==> src/rtl/rs5_reset_sequencer.sv <==
// rs5_reset_sequencer
//
// Reset controller for the RS5 core. Converts the asynchronous active-low
// board reset into a registered active-high core reset that is held for
// HOLD_CYCLES cycles after release. Run-time reset requests from debug,
// software and an optional watchdog are arbitrated with fixed priority
// DBG > WDT > SW. The source of the most recent reset is recorded.
//
// Optional feature macro: RS5_RESET_WDT_EN
//   defined   : watchdog counter and WDT reset cause are built in
//   undefined : watchdog ports are accepted but ignored, cause 11 never occurs
//
// Parameters:
//   HOLD_CYCLES   cycles rst_cpu_o stays high after release/request (1..255)
//   WDT_WIDTH     width of the watchdog counter and limit
//
// Ports:
//   clk_i          clock, rising edge
//   rst_ni         asynchronous active-low reset
//   sw_rst_req_i   software reset request, sampled every edge
//   dbg_rst_req_i  debug reset request, level; holds the core in reset
//   wdt_en_i       watchdog enable
//   wdt_kick_i     watchdog service, clears the counter
//   wdt_limit_i    watchdog timeout in cycles, 0 disables
//   rst_cpu_o      active-high core reset (registered)
//   rst_cause_o    last reset source: 00 POR, 01 SW, 10 DBG, 11 WDT
//   rst_count_o    number of non-POR resets, saturating at 255
//   busy_o         high whenever the sequencer is not in RUN

module rs5_reset_sequencer #(
  parameter int unsigned HOLD_CYCLES = 10,
  parameter int unsigned WDT_WIDTH   = 16
) (
  input  logic                 clk_i,
  input  logic                 rst_ni,
  input  logic                 sw_rst_req_i,
  input  logic                 dbg_rst_req_i,
  input  logic                 wdt_en_i,
  input  logic                 wdt_kick_i,
  input  logic [WDT_WIDTH-1:0] wdt_limit_i,
  output logic                 rst_cpu_o,
  output logic [1:0]           rst_cause_o,
  output logic [7:0]           rst_count_o,
  output logic                 busy_o
);

  typedef enum logic {
    StHold = 1'b0,
    StRun  = 1'b1
  } state_e;

  localparam logic [7:0] HoldLast  = 8'(HOLD_CYCLES - 1);
  localparam logic [1:0] CausePor  = 2'b00;
  localparam logic [1:0] CauseSw   = 2'b01;
  localparam logic [1:0] CauseDbg  = 2'b10;
  localparam logic [1:0] CauseWdt  = 2'b11;

  logic [1:0] sync_q;
  logic       rel;
  state_e     state_q, state_d;
  logic [7:0] holdCnt_q, holdCnt_d;
  logic [1:0] cause_q, cause_d;
  logic [7:0] count_q, count_d;
  logic       rstCpu_q, rstCpu_d;
  logic       wdtFire;

  // Two-flop release synchroniser: cleared asynchronously by the pin, then
  // shifts in ones so the release reaches the core logic two edges later.
  always_ff @(posedge clk_i or negedge rst_ni) begin
    if (!rst_ni) begin
      sync_q <= 2'b00;
    end else begin
      sync_q <= {sync_q[0], 1'b1};
    end
  end

  assign rel = sync_q[1];

`ifdef RS5_RESET_WDT_EN
  logic [WDT_WIDTH-1:0] wdtCnt_q, wdtCnt_d;
  logic                 wdtActive;

  // Watchdog timeout detection. A >= compare lets a limit lowered below the
  // running count fire on the next unkicked edge; a kick always wins.
  always_comb begin
    wdtActive = (state_q == StRun) && wdt_en_i && (wdt_limit_i != '0);
    wdtFire   = wdtActive && !wdt_kick_i && (wdtCnt_q >= wdt_limit_i);
  end

  // Watchdog counter next value: cleared whenever it is not counting, on a
  // kick, and on the edge that takes the sequencer back into HOLD.
  always_comb begin
    wdtCnt_d = wdtCnt_q;
    if (!wdtActive || (state_d != StRun) || wdt_kick_i) begin
      wdtCnt_d = '0;
    end else begin
      wdtCnt_d = wdtCnt_q + {{(WDT_WIDTH-1){1'b0}}, 1'b1};
    end
  end

  // Watchdog counter register.
  always_ff @(posedge clk_i or negedge rst_ni) begin
    if (!rst_ni) begin
      wdtCnt_q <= '0;
    end else begin
      wdtCnt_q <= wdtCnt_d;
    end
  end
`else
  logic unusedWdtInputs;

  // Without the watchdog the related inputs are deliberately left unused.
  assign unusedWdtInputs = ^{wdt_en_i, wdt_kick_i, wdt_limit_i};
  assign wdtFire         = 1'b0;
`endif

  // Sequencer next state. HOLD counts cycles once the release is
  // synchronised and debug is not asserting; RUN arbitrates the requesters
  // and records the winning cause. Lower-priority requests are ignored in HOLD.
  always_comb begin
    state_d   = state_q;
    holdCnt_d = holdCnt_q;
    cause_d   = cause_q;
    count_d   = count_q;
    unique case (state_q)
      StHold: begin
        if (!rel || dbg_rst_req_i) begin
          holdCnt_d = 8'd0;
        end else if (holdCnt_q == HoldLast) begin
          state_d   = StRun;
          holdCnt_d = 8'd0;
        end else begin
          holdCnt_d = holdCnt_q + 8'd1;
        end
      end
      StRun: begin
        if (dbg_rst_req_i || wdtFire || sw_rst_req_i) begin
          state_d   = StHold;
          holdCnt_d = 8'd0;
          if (count_q != 8'hFF) begin
            count_d = count_q + 8'd1;
          end
          if (dbg_rst_req_i) begin
            cause_d = CauseDbg;
          end else if (wdtFire) begin
            cause_d = CauseWdt;
          end else begin
            cause_d = CauseSw;
          end
        end
      end
      default: begin
        state_d   = StHold;
        holdCnt_d = 8'd0;
      end
    endcase
    rstCpu_d = (state_d == StHold);
  end

  // State, counters and the registered core reset. The pin reset puts
  // everything back to the power-on condition from any state.
  always_ff @(posedge clk_i or negedge rst_ni) begin
    if (!rst_ni) begin
      state_q   <= StHold;
      holdCnt_q <= 8'd0;
      cause_q   <= CausePor;
      count_q   <= 8'd0;
      rstCpu_q  <= 1'b1;
    end else begin
      state_q   <= state_d;
      holdCnt_q <= holdCnt_d;
      cause_q   <= cause_d;
      count_q   <= count_d;
      rstCpu_q  <= rstCpu_d;
    end
  end

  assign rst_cpu_o   = rstCpu_q;
  assign busy_o      = rstCpu_q;
  assign rst_cause_o = cause_q;
  assign rst_count_o = count_q;

endmodule

==> config.mk <==
export PLATFORM = sky130hd
export DESIGN_NAME = rs5_reset_sequencer
export DESIGN_NICKNAME = d
export VERILOG_FILES = /design/src/rtl/rs5_reset_sequencer.sv
export SDC_FILE = /design/constraint.sdc
export NUM_CORES = 1
export LEC_CHECK = 0
export BUFFER_PORTS_ARGS = -buffer_cell sky130_fd_sc_hd__buf_2
export CELL_PAD_IN_SITES_DETAIL_PLACEMENT = 1
export CELL_PAD_IN_SITES_GLOBAL_PLACEMENT = 1
export CORE_UTILIZATION = 40
export DETAILED_ROUTE_END_ITERATION = 16
export GPL_TIMING_DRIVEN = 0
export PLACE_DENSITY = 0.82
export SLEW_MARGIN = 15
export SYNTH_ARGS = -nofsm -noshare
export SYNTH_HDL_FRONTEND = slang
export SYNTH_SLANG_ARGS = --single-unit
==> constraint.sdc <==
create_clock -name clk_i -period 3.9 [get_ports clk_i]
set_input_delay 0.78 -clock clk_i [delete_from_list [all_inputs] [get_ports clk_i]]
set_output_delay 0.78 -clock clk_i [all_outputs]
set_load 0.05 [all_outputs]
# Word-level counts from Yosys, hierarchy flattened
# Cells that the tools add are included.
# totals
input_bits	22
reg_bits	22
word_cells	27
# classes
n_reduce_logical	5
n_addsub	2
n_eq_ne	3
n_bitwise	2
mux	9
# op_table
op	count
$mux W8	3
$add A8 B1 Y8 const B	2
$pmux W8 S2	1
$eq A8 B4 Y1 const B	1
$ne A8 B8 Y1 const B	1
$mux W1	3
$reduce_and A3 Y1	1
$logic_or A1 B1 Y1	2
$mux W2	1
$ne A2 B1 Y1 const B	1
$not A1 Y1	2
$pmux W1 S2	1
$reduce_and A2 Y1	1
$logic_not A1 Y1	1

# Logic depth before layout (Yosys ltp)
# Gate-level depths: netlist of run 1.
# logic_depth
depth_word	5
depth_mapped	7
ltp_nobuf	6

# Worst setup path before layout of run 1
# OpenSTA, ideal clock, no wires.
# synth_timing
kind	in2reg
start	input dbg_rst_req_i
end	register holdCnt_q[4]
stages	5
setup_slack_ns	2.114
t_arrival_ns	1.717
required_time_ns	3.831
path_buffers	1
cell_sequence	nor3b_2 a21bo_1 buf_6 or3_1 nand3_1
# synth_via
elab_chain_len	3
word_cells_on_any_way	5
cone_classes	eq/ne (1); mux (2); reduce/logical (2)
# synth_lines
item	line_no	rtl
start, declared	37	input logic dbg_rst_req_i,
$logic_or A1 B1 Y1	127	if (!rel || dbg_rst_req_i) begin
$mux W8	127	
$pmux W8 S2	125	unique case (state_q)
end signal, assigned	171	holdCnt_q <= holdCnt_d;
end, declared	61	logic [7:0] holdCnt_q, holdCnt_d;
# Several ways; a longest one is shown, not always the timed one.
# A chain may end at the register's enable or synchronous reset.

# Final worst setup path of run 1
# layout_timing
start	register rstCpu_q, in the netlist busy_o
end	output rst_cpu_o
# layout_rtl
item	line_no	rtl
start, declared	64	logic rstCpu_q, rstCpu_d;
start signal, assigned	174	rstCpu_q <= rstCpu_d;
end, declared	41	output logic rst_cpu_o,
# No word-level cell between the ends.

==> impl_metrics.env, run 1 <==
export IMPL_grt_pass1_wl_mm=3.45
export IMPL_postCtsHoldBufs=0
export IMPL_synthMuxAreaShare_pct=2.07
export IMPL_antenna_found_initial=0
export IMPL_setup_violations=0
export IMPL_drtIter0Drc=6
export IMPL_swShare_pct=22.6
export IMPL_drcViolationCount=0
export IMPL_fmax_mhz=506
export IMPL_syn_cell_area_um2=1030
export IMPL_pwr_share_comb_pct=3.5
export IMPL_die_area_um2=2770
export IMPL_area_growth_pct=13.3
export IMPL_required_ps=3120
export IMPL_wl_per_cell_um=14.1
export IMPL_timing_final_crit_share_pct=50.6
export IMPL_setup_ws_ps=1930
export IMPL_net_switching_power_w=0.0000801
export IMPL_wirelength_mm=2.01
export IMPL_finalHoldViolations=0
export IMPL_port_buffers=15
export IMPL_power_frac_clock_pct=31.1
export IMPL_synth_cell_types=33
export IMPL_synth_top_family_by_area="simple AND/OR/NAND/NOR gates"
export IMPL_grt_pass1_vias=766
export IMPL_antenna_cells=0
export IMPL_core_um2=2320
export IMPL_synth_compound_area_share_pct=10.4
export IMPL_path_max_fanout=2
export IMPL_synth_xor_area_share_pct=6.82
export IMPL_p_leak_nw=0.585
export IMPL_htree_levels=1
export IMPL_ys_warn_count=0
export IMPL_syn_nets=120
export IMPL_numCtsBuffers=3
export IMPL_cp_data_arrival_time_ps=1190
export IMPL_nets=140
export IMPL_ctsResizeCount=0
export IMPL_gr_usage_all_layers_pct=17.6
export IMPL_min_period_ps=1970
export IMPL_initial_utilization_pct=44.3
export IMPL_drtPass1Iterations=4
export IMPL_rows=17
export IMPL_tightestPinTransition_ps=654
export IMPL_worst_setup_path_end_kind="output port"
export IMPL_insertion_delay_ps=310
export IMPL_clkSlewWorstSetupHoldPaths_ps=120
export IMPL_final_util_pct=50.2
export IMPL_synth_cells=95
export IMPL_dp_worst_setup_slack_ps=1860
export IMPL_drive_above_1_share_pct=21.9
export IMPL_cts_tree="done"
export IMPL_maxCapViolCount=0
export IMPL_ir_drop_uv=144
export IMPL_ys_ff_latch=22
export IMPL_place_congestion=0.708
export IMPL_synth_seq_area_share_pct=53.7
export IMPL_synth_simple_gate_area_share_pct=20.5
export IMPL_hold_path_class="reg2reg"
export IMPL_grt_max_degree=23
export IMPL_dieHeight_um=52.7
export IMPL_dieWidth_um=52.7
export IMPL_setup_tns_ps=0
export IMPL_finClkSkew_ps=2.52
export IMPL_critPathKind="reg2out"
export IMPL_dpl_hpwl_mm=1.49
export IMPL_avgSynthCellArea_um2=10.8
export IMPL_ios=34
export IMPL_vias=764
export IMPL_p_int_w=0.000274
export IMPL_cts_setup_buffers=0
export IMPL_cts_path_max_buffers=2
export IMPL_slew_violations=0
export IMPL_clkSinkCount=22
export IMPL_synth_fa_ha_area_share_pct=3.65
export IMPL_via_per_inst=5.38
export IMPL_rsz0062_at_grt="false"
export IMPL_relSlewSlack_pct=56.2
export IMPL_overflow=0
export IMPL_outcome="finished, final reports clean"
export IMPL_start_kind="flop"
export IMPL_ant_nets=0
export IMPL_seqPwrFrac_pct=65.3
export IMPL_p_per_area_nw_per_um2=304
export IMPL_clockRootBuffer="clkbuf_4"
## synthesized netlist by cell type (all sizes together)
master | count | share of area [%]
xor2 | 3 | 2.6
a21oi | 1 | 0.49
a21o | 2 | 1.5
and3 | 1 | 0.61
and4 | 1 | 0.85
buf | 2 | 1.8
mux2i | 1 | 0.97
nand2 | 16 | 5.8
o21ai | 7 | 3.4
nor2 | 4 | 1.5
nor3b | 3 | 3.2
conb | 1 | 0.37
nor3 | 4 | 2.4
inv | 2 | 0.73
a41oi | 1 | 0.85
o21bai | 1 | 0.73
xnor2 | 5 | 4.3
or3 | 2 | 1.2
dfrtp | 21 | 51
dfstp | 1 | 2.6
a31oi | 1 | 0.61
ha | 3 | 3.7
and4bb | 1 | 1.2
nand4 | 2 | 1.2
nand3 | 5 | 2.4
a211o | 1 | 0.85
mux2 | 1 | 1.1
a311o | 1 | 0.97
a21bo | 1 | 0.97
## metal layers
| layer | vias to the layer above | track usage, % | routed length (µm) |
|---|---|---|---|
| li1 | 369 | - | - |
| met1 | 377 | 22.2 | 920 |
| met2 | 14 | 28.1 | 1000 |
| met3 | 4 | 2.90 | 53 |
| met4 | 0 | 10.1 | 31 |
| met5 | - | 0 | 0 |
## worst max-delay path, cell delays in order, from the launching register on
cell and delay [ps]:
dfstp_2 550, buf_4 90, buf_2 240
## logic make-up (layout without fill, tap and decap cells)
group           count (synthesis)  count (layout)
simple gates                   39              39
flops                          22              22
compound gates                 16              16
xor+xnor                        8               8
buf+inv                         4              23
fa+ha+maj                       3               3
mux                             2               2
other cells                     1               1
## final cells by class
type                            count  area (µm²)
Fill cell                         279        1150
Sequential cell                    22         552
Multi-Input combinational cell     69         449
Timing Repair Buffer               15        75.1
Tap cell                           28        35.0
Clock buffer                        4        26.3
Buffer                              2        18.8
Inverter                            2        7.51
## flip-flops by register name (all words and copies together) (netlist names)
name         cells
rst_cause_o      2
sync_q           2
state_q          1
rst_count_o      8
busy_o           1
holdCnt_q        8
## metrics by stage
step	hold slack, ps	cell area, µm²	power [W]	std cells
after floorplan	331	1030	0.000240	95
after global placement	334	1140	0.000248	138
after detailed placement	339	1140	0.000249	138
after CTS	362	1160	0.000359	142
after global routing	391	1160	0.000368	142
final	366	1160	0.000354	142
## path summary, 6_finish.rpt
check	from	to	slack [ps]	depth (start not counted)
setup / recovery	busy_o	rst_cpu_o	1930	2
hold / removal	sync_q[0]	sync_q[1]	370	0
setup reg to reg	rst_count_o[0]	rst_count_o[1]	2230	3
hold reg to reg	sync_q[0]	sync_q[1]	370	0
max in group asynchronous	rst_ni	busy_o	3150	1
min in group asynchronous	rst_ni	holdCnt_q[4]	400	1
## cell usage in the layout (no fill, tap or decap), types with 2 or more instances in the layout
cell,count
dfrtp_1,21
nand2_1,16
buf_2,15
o21ai_0,6
nand3_1,5
xnor2_1,5
nor2_1,4
nor3_1,3
xor2_1,3
ha_1,3
clkbuf_4,3
inv_1,2
nor3b_2,2
or3_1,2
a21o_1,2
nand4_1,2
## power by group through the flow
stage	sequential [W]	clock [W]	combinational (W)
floorplan	0.000236	0	0.00000481
global placement	0.000236	0	0.0000126
detailed placement	0.000236	0	0.0000129
CTS	0.000231	0.000114	0.0000130
global route	0.000232	0.000121	0.0000147
finish	0.000231	0.000110	0.0000125
Note: power is estimated with default switching activity, not from simulation.
==> run 2: changes to the inputs <==
CORE_UTILIZATION = 33   (was 40)
PLACE_DENSITY = 0.72   (was 0.82)
clock period = 1.6 ns   (was 3.9 ns; I/O delays follow)
==> impl_metrics.env, run 2 (synthesis gave the netlist of run 1 again) <==
export IMPL_antenna_cells=0
export IMPL_dieHeight_um=57.8
export IMPL_cts_tree="done"
export IMPL_crit_path_top_delay_cell="dfrtp_1"
export IMPL_dp_cells=141
export IMPL_fmax_mhz=630
export IMPL_nets=145
export IMPL_numCtsBuffers=3
export IMPL_required_ps=1850
export IMPL_initial_utilization_pct=36.0
export IMPL_gr_usage_all_layers_pct=15.7
export IMPL_antenna_found_initial=0
export IMPL_area_growth_pct=21.8
export IMPL_hold_path_class="in2reg"
export IMPL_timing_final_crit_share_pct=99.3
export IMPL_path_cells="inv_1 -> ha_2 -> and4bb_1 -> a21bo_1 -> buf_6 -> or3_1 -> nand3_1"
export IMPL_ios=34
export IMPL_maxCapViolCount=0
export IMPL_drcViolationCount=2
export IMPL_dpl_hpwl_mm=1.53
export IMPL_clkSinkCount=22
export IMPL_via_per_inst=5.21
export IMPL_p_leak_nw=0.611
export IMPL_drtPass1Iterations=10
export IMPL_rsz0062_at_grt="true"
export IMPL_relSlewSlack_pct=57.0
export IMPL_setup_violations=0
export IMPL_final_util_pct=43.9
export IMPL_vias=781
export IMPL_drive_above_1_share_pct=31.9
export IMPL_slew_violations=0
export IMPL_clockRootBuffer="clkbuf_4"
export IMPL_clkSlewWorstSetupHoldPaths_ps=130
export IMPL_p_per_area_nw_per_um2=826
export IMPL_min_period_ps=1590
export IMPL_final_cell_mix="nand2_1 (16), dfrtp_1 (15), buf_2 (15), o21ai_0 (6), dfrtp_2 (6)"
export IMPL_grt_pass1_wl_mm=4.04
export IMPL_outcome="finished with violations"
export IMPL_setup_tns_ps=0
export IMPL_ir_drop_uv=282
export IMPL_finClkSkew_ps=12.1
export IMPL_ant_nets=0
export IMPL_rows=19
export IMPL_drtIter0Drc=14
export IMPL_violations="design-rule violations"
export IMPL_critPathKind="reg2reg"
export IMPL_place_congestion=0.776
export IMPL_layout_commonest_cell="nand2_1"
export IMPL_dieWidth_um=57.8
export IMPL_cp_data_arrival_time_ps=1830
export IMPL_fin_cells=150
export IMPL_insertion_delay_ps=310
export IMPL_start_kind="flop"
export IMPL_htree_levels=1
export IMPL_core_um2=2850
export IMPL_max_stage_delay_ps=380
export IMPL_grt_pass1_vias=880
export IMPL_wl_per_cell_um=14.4
export IMPL_worst_setup_path_end_kind="flop"
export IMPL_tightestPinTransition_ps=642
export IMPL_wirelength_mm=2.17
export IMPL_path_max_fanout=9
export IMPL_overflow=0
export IMPL_finalHoldViolations=0
export IMPL_grt_max_degree=23
export IMPL_cts_path_max_buffers=2
export IMPL_port_buffers=15
export IMPL_die_area_um2=3340
## run 2: final cells by class
type / count / area (µm²)
fill: 331 / 1600
sequential: 22 / 559
multi-input combinational: 69 / 459
timing repair buffer: 20 / 115
tap: 31 / 38.8
clock inverter: 1 / 30.0
clock buffer: 3 / 22.5
buffer: 2 / 18.8
inverter: 2 / 7.51
## run 2: power by group
part           switching, W  leakage [nW]  internal, W
registers        0.00000215         0.288     0.000561
clock network      0.000175        0.0279     0.000253
logic             0.0000250         0.295    0.0000172
total              0.000202         0.611     0.000831
## run 2: what timing repair did
action | in CTS | in global routing
hold buffers | 1 | 0
hold endpoints to repair | 21 | 0
gates resized for setup | 0 | 1
setup buffers | 4 | 0
pin swaps | 1 | 0
setup endpoints to repair | 1 | 6
## run 2: worst paths after layout
path	start	to	slack [ps]	cells after the start
worst max-delay path	holdCnt_q[1]	holdCnt_q[4]	10	7
worst min-delay path	dbg_rst_req_i	rst_cause_o[0]	270	2
worst max register to register	holdCnt_q[1]	holdCnt_q[4]	10	7
worst min register to register	sync_q[0]	sync_q[1]	390	0
max in group asynchronous	rst_ni	busy_o	750	2
min in group asynchronous	rst_ni	holdCnt_q[1]	480	2
## run 2: per-layer routing
layer | global-route usage [%] | up-vias | wire (µm) | part of all wire [%]
li1 | - | 378 | - | -
met5 | 0 | - | 0 | 0
met4 | 4.76 | 0 | 11 | 0.51
met1 | 20.4 | 383 | 1030 | 47
met2 | 26.2 | 18 | 1060 | 49
met3 | 3.57 | 2 | 67 | 3.1
## run 2: worst max-delay path, delay by kind of cell (launching register included)
family | cells | cell delay, ps
AND/OR/NAND/NOR | 3 | 620
flip-flops | 1 | 380
buffers and inverters | 2 | 180
AO/OA/AOI/OAI | 1 | 180
adder cells (fa/ha/maj) | 1 | 160
## run 2: per-stage QoR
| step | hold WS [ps] | cell area (µm²) | power [W] | setup WS (ps) |
|---|---|---|---|---|
| 5_1_grt | 274 | 1250 | 0.00108 | -44.2 |
| 6_report | 269 | 1250 | 0.00103 | 11.9 |
| 2_1_floorplan | 24.4 | 1040 | 0.000586 | 46.8 |
| 4_1_cts | 267 | 1250 | 0.00105 | 12.4 |
| 3_3_place_gp | 315 | 1160 | 0.000605 | 0.659 |
| 3_5_place_dp | 316 | 1160 | 0.000607 | -27.3 |
